--- config.mk ---
export PLATFORM = sky130hd
export DESIGN_NAME = alu_chain_seq
export DESIGN_NICKNAME = d
export VERILOG_FILES = /design/src/rtl/alu_chain_pkg.sv /design/src/rtl/alu_chain_flags.sv /design/src/rtl/alu_chain_seq.sv
export SDC_FILE = /design/constraint.sdc
export NUM_CORES = 1
export LEC_CHECK = 0
export ABC_CLOCK_PERIOD_IN_PS = 2340
export BUFFER_PORTS_ARGS = -buffer_cell sky130_fd_sc_hd__buf_2
export CORE_MARGIN = 4
export CORE_UTILIZATION = 49
export DETAILED_ROUTE_END_ITERATION = 7
export HOLD_SLACK_MARGIN = 0.1
export PLACE_DENSITY_LB_ADDON = 0.3
export SYNTH_ARGS = -nofsm -noshare
export SYNTH_HDL_FRONTEND = slang
export SYNTH_SLANG_ARGS = --single-unit
export TNS_END_PERCENT = 50
--- constraint.sdc ---
create_clock -name clk -period 2.34 [get_ports clk]
set_input_delay 0.468 -clock clk [delete_from_list [all_inputs] [get_ports clk]]
set_output_delay 0.468 -clock clk [all_outputs]
set_load 0.05 [all_outputs]
--- src/rtl/alu_chain_pkg.sv ---
// Shared types and constants for the multi-word ALU sequencer.
// Function-select codes follow the 74181-style encoding of ALU32.
package alu_chain_pkg;

  localparam int ALU_W = 32;

  typedef enum logic [1:0] {
    IDLE = 2'd0,
    RUN  = 2'd1,
    DONE = 2'd2
  } state_t;

  localparam logic       ALU_M_ARITH = 1'b0;
  localparam logic       ALU_M_LOGIC = 1'b1;
  localparam logic [3:0] ALU_S_ADD   = 4'b1001;
  localparam logic [3:0] ALU_S_SUB   = 4'b0110;
  localparam logic [3:0] ALU_S_AND   = 4'b1011;
  localparam logic [3:0] ALU_S_OR    = 4'b1110;
  localparam logic [3:0] ALU_S_XOR   = 4'b0110;

endpackage

--- src/rtl/alu_chain_flags.sv ---
// Carry chaining, zero accumulation and top-word flag capture for alu_chain_seq.
// Optional sticky overflow flag is built when ALU_CHAIN_STICKY_V_EN is defined.
module alu_chain_flags
  import alu_chain_pkg::*;
(
  input  logic clk,
  input  logic rst,
  input  logic i_run,
  input  logic i_first,
  input  logic i_last,
  input  logic i_alu_c,
  input  logic i_alu_n,
  input  logic i_alu_v,
  input  logic i_alu_z,
`ifdef ALU_CHAIN_STICKY_V_EN
  input  logic i_done_hs,
  input  logic i_v_clr,
  output logic o_v_sticky,
`endif
  output logic o_prev_c,
  output logic o_rsp_c,
  output logic o_rsp_n,
  output logic o_rsp_v,
  output logic o_rsp_z
);

  logic r_prev_c;
  logic r_z_acc;
  logic r_c;
  logic r_n;
  logic r_v;

  always_ff @(posedge clk) begin
    if (rst) begin
      r_prev_c <= 1'b0;
      r_z_acc  <= 1'b0;
      r_c      <= 1'b0;
      r_n      <= 1'b0;
      r_v      <= 1'b0;
    end else if (i_run) begin
      r_prev_c <= i_alu_c;
      // Word 0 restarts the accumulator so a previous result never leaks in.
      r_z_acc  <= i_first ? i_alu_z : (r_z_acc & i_alu_z);
      if (i_last) begin
        r_c <= i_alu_c;
        r_n <= i_alu_n;
        r_v <= i_alu_v;
      end
    end
  end

  assign o_prev_c = r_prev_c;
  assign o_rsp_c  = r_c;
  assign o_rsp_n  = r_n;
  assign o_rsp_v  = r_v;
  assign o_rsp_z  = r_z_acc;

`ifdef ALU_CHAIN_STICKY_V_EN
  logic r_v_sticky;

  always_ff @(posedge clk) begin
    if (rst) begin
      r_v_sticky <= 1'b0;
    end else if (i_done_hs && r_v) begin
      r_v_sticky <= 1'b1;
    end else if (i_v_clr) begin
      r_v_sticky <= 1'b0;
    end
  end

  assign o_v_sticky = r_v_sticky;
`endif

endmodule

--- src/rtl/alu_chain_seq.sv ---
// Issues a WORDS x 32-bit operation to an external 32-bit ALU one word per cycle,
// chaining carry and assembling the wide result. Sticky-V option: ALU_CHAIN_STICKY_V_EN.
module alu_chain_seq
  import alu_chain_pkg::*;
#(
  parameter int WORDS     = 2,
  parameter bit CARRY_INV = 1'b0
) (
  input  logic                   clk,
  input  logic                   rst,
  input  logic                   req_valid,
  output logic                   req_ready,
  input  logic [ALU_W*WORDS-1:0] req_a,
  input  logic [ALU_W*WORDS-1:0] req_b,
  input  logic [3:0]             req_S,
  input  logic                   req_M,
  input  logic                   req_cin,
  input  logic                   req_chain,
  output logic [ALU_W-1:0]       alu_a,
  output logic [ALU_W-1:0]       alu_b,
  output logic [3:0]             alu_S,
  output logic                   alu_M,
  output logic                   alu_cin,
  input  logic [ALU_W-1:0]       alu_do,
  input  logic                   alu_C,
  input  logic                   alu_N,
  input  logic                   alu_V,
  input  logic                   alu_Z,
  output logic                   rsp_valid,
  input  logic                   rsp_ready,
  output logic [ALU_W*WORDS-1:0] rsp_do,
  output logic                   rsp_C,
  output logic                   rsp_N,
  output logic                   rsp_V,
`ifdef ALU_CHAIN_STICKY_V_EN
  input  logic                   v_clr,
  output logic                   v_sticky,
`endif
  output logic                   rsp_Z
);

  localparam int IDX_W = (WORDS > 1) ? $clog2(WORDS) : 1;

  state_t                   r_state;
  logic [IDX_W-1:0]         r_idx;
  logic [ALU_W*WORDS-1:0]   r_a;
  logic [ALU_W*WORDS-1:0]   r_b;
  logic [3:0]               r_s;
  logic                     r_m;
  logic                     r_cin;
  logic                     r_chain;
  logic                     r_rsp_valid;
  logic [ALU_W-1:0]         r_rsp_word [WORDS];
  logic [ALU_W-1:0]         w_a_word   [WORDS];
  logic [ALU_W-1:0]         w_b_word   [WORDS];
  logic                     w_run;
  logic                     w_first;
  logic                     w_last;
  logic                     w_prev_c;

  assign w_run   = (r_state == RUN);
  assign w_first = (r_idx == '0);
  assign w_last  = (r_idx == IDX_W'(WORDS - 1));

  always_ff @(posedge clk) begin
    if (rst) begin
      r_state     <= IDLE;
      r_idx       <= '0;
      r_a         <= '0;
      r_b         <= '0;
      r_s         <= '0;
      r_m         <= 1'b0;
      r_cin       <= 1'b0;
      r_chain     <= 1'b0;
      r_rsp_valid <= 1'b0;
    end else begin
      case (r_state)
        IDLE: begin
          if (req_valid) begin
            r_a     <= req_a;
            r_b     <= req_b;
            r_s     <= req_S;
            r_m     <= req_M;
            r_cin   <= req_cin;
            r_chain <= req_chain;
            r_idx   <= '0;
            r_state <= RUN;
          end
        end
        RUN: begin
          if (w_last) begin
            r_state     <= DONE;
            r_rsp_valid <= 1'b1;
          end else begin
            r_idx <= r_idx + IDX_W'(1);
          end
        end
        DONE: begin
          if (rsp_ready) begin
            r_state     <= IDLE;
            r_rsp_valid <= 1'b0;
          end
        end
        default: r_state <= IDLE;
      endcase
    end
  end

  genvar gi;
  generate
    for (gi = 0; gi < WORDS; gi++) begin : g_word
      assign w_a_word[gi] = r_a[gi*ALU_W +: ALU_W];
      assign w_b_word[gi] = r_b[gi*ALU_W +: ALU_W];
      assign rsp_do[gi*ALU_W +: ALU_W] = r_rsp_word[gi];

      always_ff @(posedge clk) begin
        if (rst) begin
          r_rsp_word[gi] <= '0;
        end else if (w_run && (r_idx == IDX_W'(gi))) begin
          r_rsp_word[gi] <= alu_do;
        end
      end
    end
  endgenerate

  // ALU drive is forced to zero outside RUN so the idle bus is quiet.
  assign alu_a   = w_run ? w_a_word[r_idx] : '0;
  assign alu_b   = w_run ? w_b_word[r_idx] : '0;
  assign alu_S   = w_run ? r_s : 4'h0;
  assign alu_M   = w_run & r_m;
  assign alu_cin = w_run & ((w_first || !r_chain) ? r_cin : (w_prev_c ^ CARRY_INV));

  assign req_ready = !rst && (r_state == IDLE);
  assign rsp_valid = r_rsp_valid;

  alu_chain_flags u_flags (
    .clk        (clk),
    .rst        (rst),
    .i_run      (w_run),
    .i_first    (w_first),
    .i_last     (w_last),
    .i_alu_c    (alu_C),
    .i_alu_n    (alu_N),
    .i_alu_v    (alu_V),
    .i_alu_z    (alu_Z),
`ifdef ALU_CHAIN_STICKY_V_EN
    .i_done_hs  (r_rsp_valid && rsp_ready),
    .i_v_clr    (v_clr),
    .o_v_sticky (v_sticky),
`endif
    .o_prev_c   (w_prev_c),
    .o_rsp_c    (rsp_C),
    .o_rsp_n    (rsp_N),
    .o_rsp_v    (rsp_V),
    .o_rsp_z    (rsp_Z)
  );

endmodule

=== After elaboration in Yosys (flattened, before gate mapping) ===
Memories as Yosys holds them, arrays and structs flattened.
Index checks and enable logic that the tools add are counted.

* Add/subtract/negate cells: 1
* Magnitude comparators: 1
* Eq/ne operators: 5
* Muxes and demuxes: 31
* Bitwise gates (word level): 7
* Reductions and logical operators: 14

{| class="wikitable"
|+ Operators with widths
! kind !! count
|-
| two-way mux 32 bit || 10
|-
| two-way mux 1 bit || 14
|-
| two-way mux 2 bit || 3
|-
| inequality test 2 bit, second input constant || 3
|-
| case mux 2 bit (3 select lines) || 1
|-
| AND reduction 2 bit || 3
|-
| AND reduction 3 bit || 2
|-
| two-way mux 4 bit || 1
|-
| case mux 1 bit (2 select lines) || 2
|-
| nonzero test 2 bit || 2
|-
| bitwise AND 1 bit || 3
|-
| logical AND 1 bit || 3
|-
| == test 2 x 1 -> 1 bit, second input constant || 1
|-
| == test 2 bit, second input constant || 1
|-
| greater-or-equal comparator 2 bit, second input constant || 1
|-
| logical NOT 1 bit || 2
|-
| logical NOT 2 bit || 1
|-
| NOT 1 -> 2 bit || 1
|-
| bitwise OR 1 bit || 2
|-
| adder 1 bit, second input constant || 1
|-
| logical OR 1 bit || 1
|-
| NOT 1 bit || 1
|}

* Register bits: 144
* Memory bits (writable): 64
* Input port bits: 175
* Output and inout bits: 140
* Word-level logic and storage cells: 74
* Memories: 1

{| class="wikitable"
|+ Memories
! memory !! words !! width !! read ports !! clocked after Yosys merged registers in !! write ports !! line !! source
|-
| r_rsp_word || 2 || 32 || 2 || 0 || 2 || alu_chain_seq.sv:53 || <nowiki>logic [ALU_W-1:0] r_rsp_word [WORDS];</nowiki>
|}

=== Depth between registers and ports, before layout ===
* Depth in word-level cells: 6
* Depth in mapped cells: 7
* Depth with buffers taken out: 3

=== By module ===
Synthesis repeated with hierarchy kept, for this count alone.

* Cells, all modules: 928
* Area, all modules: 8,455.6 sq um

{| class="wikitable"
|+ Modules (own cells, without submodules)
! module !! instances !! cells an instance !! area each (sq um) !! seq. area each (sq um)
|-
| alu_chain_seq || 1 || 908 || 8,246.7 || 4,704.5
|-
| alu_chain_flags || 1 || 20 || 209.0 || 100.1
|}

=== Least setup slack after synthesis ===
Ideal clock, no wire load.

* Kind: reg2out
* Start: register r_idx
* End: output alu_cin
* Arrival time: 1,726 ps
* Data required time: 1,872 ps
* Setup slack: 146 ps
* Cell stages (with the launch flop): 6
* Path buffers: 3
* Path through: dfxtp_1 buf_2 buf_4 buf_2 nand3_1 a21oi_1

* Word-level cells in the longest chain between the ends: 4

{| class="wikitable"
|+ RTL lines
! what !! line !! source
|-
| start, declared || alu_chain_seq.sv:45 || <nowiki>logic [IDX_W-1:0] r_idx;</nowiki>
|-
| start signal, assigned || alu_chain_seq.sv:95 || <nowiki>r_idx <= r_idx + IDX_W'(1);</nowiki>
|-
| NOT 1 bit || alu_chain_seq.sv:62 || <nowiki>assign w_first = (r_idx == '0);</nowiki>
|-
| logical OR 1 bit || alu_chain_seq.sv:131 || <nowiki>assign alu_cin = w_run & ((w_first || !r_chain) ? r_cin : (w_prev_c ^ CARRY_INV));</nowiki>
|-
| two-way mux 1 bit || alu_chain_seq.sv:131 ||
|-
| bitwise AND 1 bit || alu_chain_seq.sv:131 ||
|-
| end, declared || alu_chain_seq.sv:23 || <nowiki>output logic alu_cin,</nowiki>
|}

No other way between the ends.

=== Final worst setup path ===
* Start: register r_state[1]
* End: output alu_a[4]

* Word-level cells in the longest chain between the ends: 2

{| class="wikitable"
|+ RTL lines
! what !! line !! source
|-
| start, declared || alu_chain_seq.sv:44 || <nowiki>state_t r_state;</nowiki>
|-
| start signal, assigned || alu_chain_seq.sv:67 || <nowiki>r_state <= IDLE;</nowiki>
|-
| start signal, assigned || alu_chain_seq.sv:87 || <nowiki>r_state <= RUN;</nowiki>
|-
| start signal, assigned || alu_chain_seq.sv:92 || <nowiki>r_state <= DONE;</nowiki>
|-
| == test 2 x 1 -> 1 bit || alu_chain_seq.sv:61 || <nowiki>assign w_run = (r_state == RUN);</nowiki>
|-
| two-way mux 32 bit || alu_chain_seq.sv:127 || <nowiki>assign alu_a = w_run ? w_a_word[r_idx] : '0;</nowiki>
|-
| end, declared || alu_chain_seq.sv:19 || <nowiki>output logic [ALU_W-1:0] alu_a,</nowiki>
|}

No other way between the ends.

==> impl_metrics.env <==
export IMPL_cts_buffers=22
export IMPL_startpoint_type="flip-flop"
export IMPL_synth_top_cell_area_share_pct=34.1
export IMPL_grt_remaining_overflow=0
export IMPL_dp_hpwl_um=15900
export IMPL_via_per_inst=5.15
export IMPL_clkTransAtPathRegs_ns=0.06
export IMPL_min_delay_path_class="in2reg"
export IMPL_final_nets=1392
export IMPL_synth_area_leaders="dfxtp_1 (34%), edfxtp_1 (23%), nand2_1 (12%)"
export IMPL_ioPinCount=315
export IMPL_syn2layout_area_growth_pct=30.4
export IMPL_clock_root_buffer="clkbuf_16"
export IMPL_syn_area_per_cell_um2=9.12
export IMPL_setup_tns_ns=0
export IMPL_drive_gt1_share_pct=31.2
export IMPL_timing_final_ws_setup_ns=0.0624
export IMPL_fp_row_count=47
export IMPL_grt_pass1_wl_um=36400
export IMPL_yosysTopAreaCell="dfxtp_1"
export IMPL_crit_chain="nand2b_2, clkbuf_16, nor2_1, buf_2"
export IMPL_ir_drop_mv=0.558
export IMPL_first_pass_iters=4
export IMPL_clk_latency_ns=0.50
export IMPL_synth_ff_type="dfxtp_1"
export IMPL_core_area_um2=16800
export IMPL_r2r_start="r_idx"
export IMPL_wl_met3_um=1940
export IMPL_met1_length_um=9230
export IMPL_syn_nets=1102
export IMPL_portBuffers=314
export IMPL_p_switching_mw=2.50
export IMPL_hold_violations=0
export IMPL_final_cells=1457
export IMPL_power_density_nw_per_um2=822
export IMPL_place_congestion=0.795
export IMPL_slowest_stage="dfxtp_2"
export IMPL_synth_cells=927
export IMPL_seqPwrFrac_pct=45.0
export IMPL_cp_max_fo=34
export IMPL_fillCellCount=1378
export IMPL_grtUsageTotal_pct=22.5
export IMPL_seqCellArea_um2=4810
export IMPL_maxSlewViolCount=0
export IMPL_synth_edf_count=64
export IMPL_ctsLongestPathBuffers=3
export IMPL_fin_hold_ws_ns=0.199
export IMPL_max_cap_violations=0
export IMPL_grt_pass1_vias=7187
export IMPL_period_minus_slack_ns=2.28
export IMPL_crit_type="reg2out"
export IMPL_htreeDepth=1
export IMPL_die_w_um=139
export IMPL_ys_seq_area_share_pct=56.9
export IMPL_route_met2_wl_um=11600
export IMPL_dieArea_um2=19400
export IMPL_async_flop_share_pct=0
export IMPL_dpl_worst_slack_ns=0.370
export IMPL_drc=0
export IMPL_max_slew_margin_rel_pct=34.8
export IMPL_period_share_pct=97.3
export IMPL_cts_sinks=208
export IMPL_netlist_top_cells_count="nand2_1 (275), dfxtp_1 (144), a21oi_1 (141)"
export IMPL_cpLargestDelayFamily="buffers and inverters"
export IMPL_finish_instance_area_um2=11000
export IMPL_combPwrFrac_pct=16.4
export IMPL_netlist_area_um2=8450
export IMPL_placedCellCount=1407
export IMPL_p_leak_nw=5.07
export IMPL_via_count=7497
export IMPL_setup_viol=0
export IMPL_status="complete, no violations"
export IMPL_yosysMostFrequentCell="nand2_1"
export IMPL_critPathBufInv=2
export IMPL_crit_path_end_kind="primary output"
export IMPL_skew_ns=0.00776
export IMPL_ant_nets=0
export IMPL_post_route_util_pct=65.7
export IMPL_start_util_pct=50.4
export IMPL_fmax_mhz=439
export IMPL_dpl_cell_area_um2=10200
export IMPL_antenna_found_initial=7
export IMPL_p_sw_share_pct=27.6
export IMPL_crit_start="r_state[1]"
export IMPL_multi_input_area_um2=3240
export IMPL_arrival_ns=1.81
export IMPL_ys_types=24
export IMPL_ys_seq_elements=208
export IMPL_grt_setup_unrepaired="false"
export IMPL_cpPeakStageDelay_ns=0.39
export IMPL_power_mw=9.05
export IMPL_highest_layer="met5"
export IMPL_die_h_um=139
export IMPL_worstHoldStart="rst"
export IMPL_yosysWarnings=0
export IMPL_power_frac_clock_pct=38.6
export IMPL_finalWirelength_um=23300
export IMPL_grt_max_degree=87
export IMPL_worst_pin_slew_ns=0.974
export IMPL_wl_per_cell_um=16.0
export IMPL_drtIter0Drc=392
export IMPL_required_ns=1.87
export IMPL_p_int_mw=6.55
export IMPL_cts_tree="yes"
## placed cells by master, fill, tap and decap left out, types with 2 or more instances in the layout
master,netlist,routed
nand2_1,275,275
clkbuf_4,0,3
dfxtp_1,144,141
and3_1,64,64
edfxtp_1,64,64
and2_1,5,5
nand2b_1,3,2
clkbuf_8,0,4
inv_1,2,2
buf_6,12,2
a21oi_1,141,141
clkinv_2,0,3
nor2_1,72,72
buf_2,21,309
diode_2,0,4
clkbuf_16,0,27
nor2b_2,0,2
buf_4,3,20
buf_12,0,8
mux2i_1,68,68
nor3_1,3,3
dfxtp_2,0,2
clkbuf_1,38,6
## sequential cells by signal (all words and copies together), names as in the netlist
signal and flops:
r_a 64, r_b 64, r_chain 1, r_cin 1
r_idx 1, r_m 1, r_rsp_word 64, r_s 4
r_state 2, rsp_valid 1, u_flags.o_prev_c 1, u_flags.o_rsp_c 1
u_flags.o_rsp_n 1, u_flags.o_rsp_v 1, u_flags.o_rsp_z 1
## worst paths after layout
path              slack, ns                 to  depth (start not counted)
setup / recovery       0.06           alu_a[4]                          4
hold reg to reg        0.45             r_s[2]                          2
hold / removal         0.20    u_flags.o_rsp_v                          2
setup reg to reg       0.34  r_rsp_word[0][16]                          4
## power groups by stage
stage	clock (mW)	combinational (mW)	sequential, mW
finish	3.50	1.48	4.08
detailed placement	0	1.45	4.16
global placement	0	1.44	4.15
global route	3.71	1.60	4.10
CTS	3.56	1.47	4.08
floorplan	0	0.748	4.41
## routing by layer
layer / global-route usage, % / vias up
li1: - / 3669
met1: 27.6 / 3468
met2: 38.6 / 303
met3: 5.97 / 51
met4: 7.47 / 6
met5: 0 / -
## layout make-up
cell class,count,area share [%]
sequential,208,43.7
multi-input combinational,640,29.4
timing repair buffer,343,17.5
clock buffer,36,6.61
tap,220,2.50
clock inverter,4,0.193
antenna,4,0.0908
inverter,2,0.0681
## cells by family (layout without fill, tap and decap cells)
group,Yosys count,in the layout,share of synthesized area (%)
AND/OR/NAND/NOR,428,428,21.5
multiplexers,68,68,8.05
buffers and inverters,79,385,5.02
flip-flops,208,208,56.9
other,0,4,0
AO/OA/AOI/OAI,144,144,8.60
## what timing repair did
action,in CTS,in global routing
pin swaps,0,0
setup buffers,1,4
hold buffers,0,0
setup endpoints to repair,70,20
gates resized for setup,2,7
gates cloned,0,1
(Power assumes the default switching activity.)
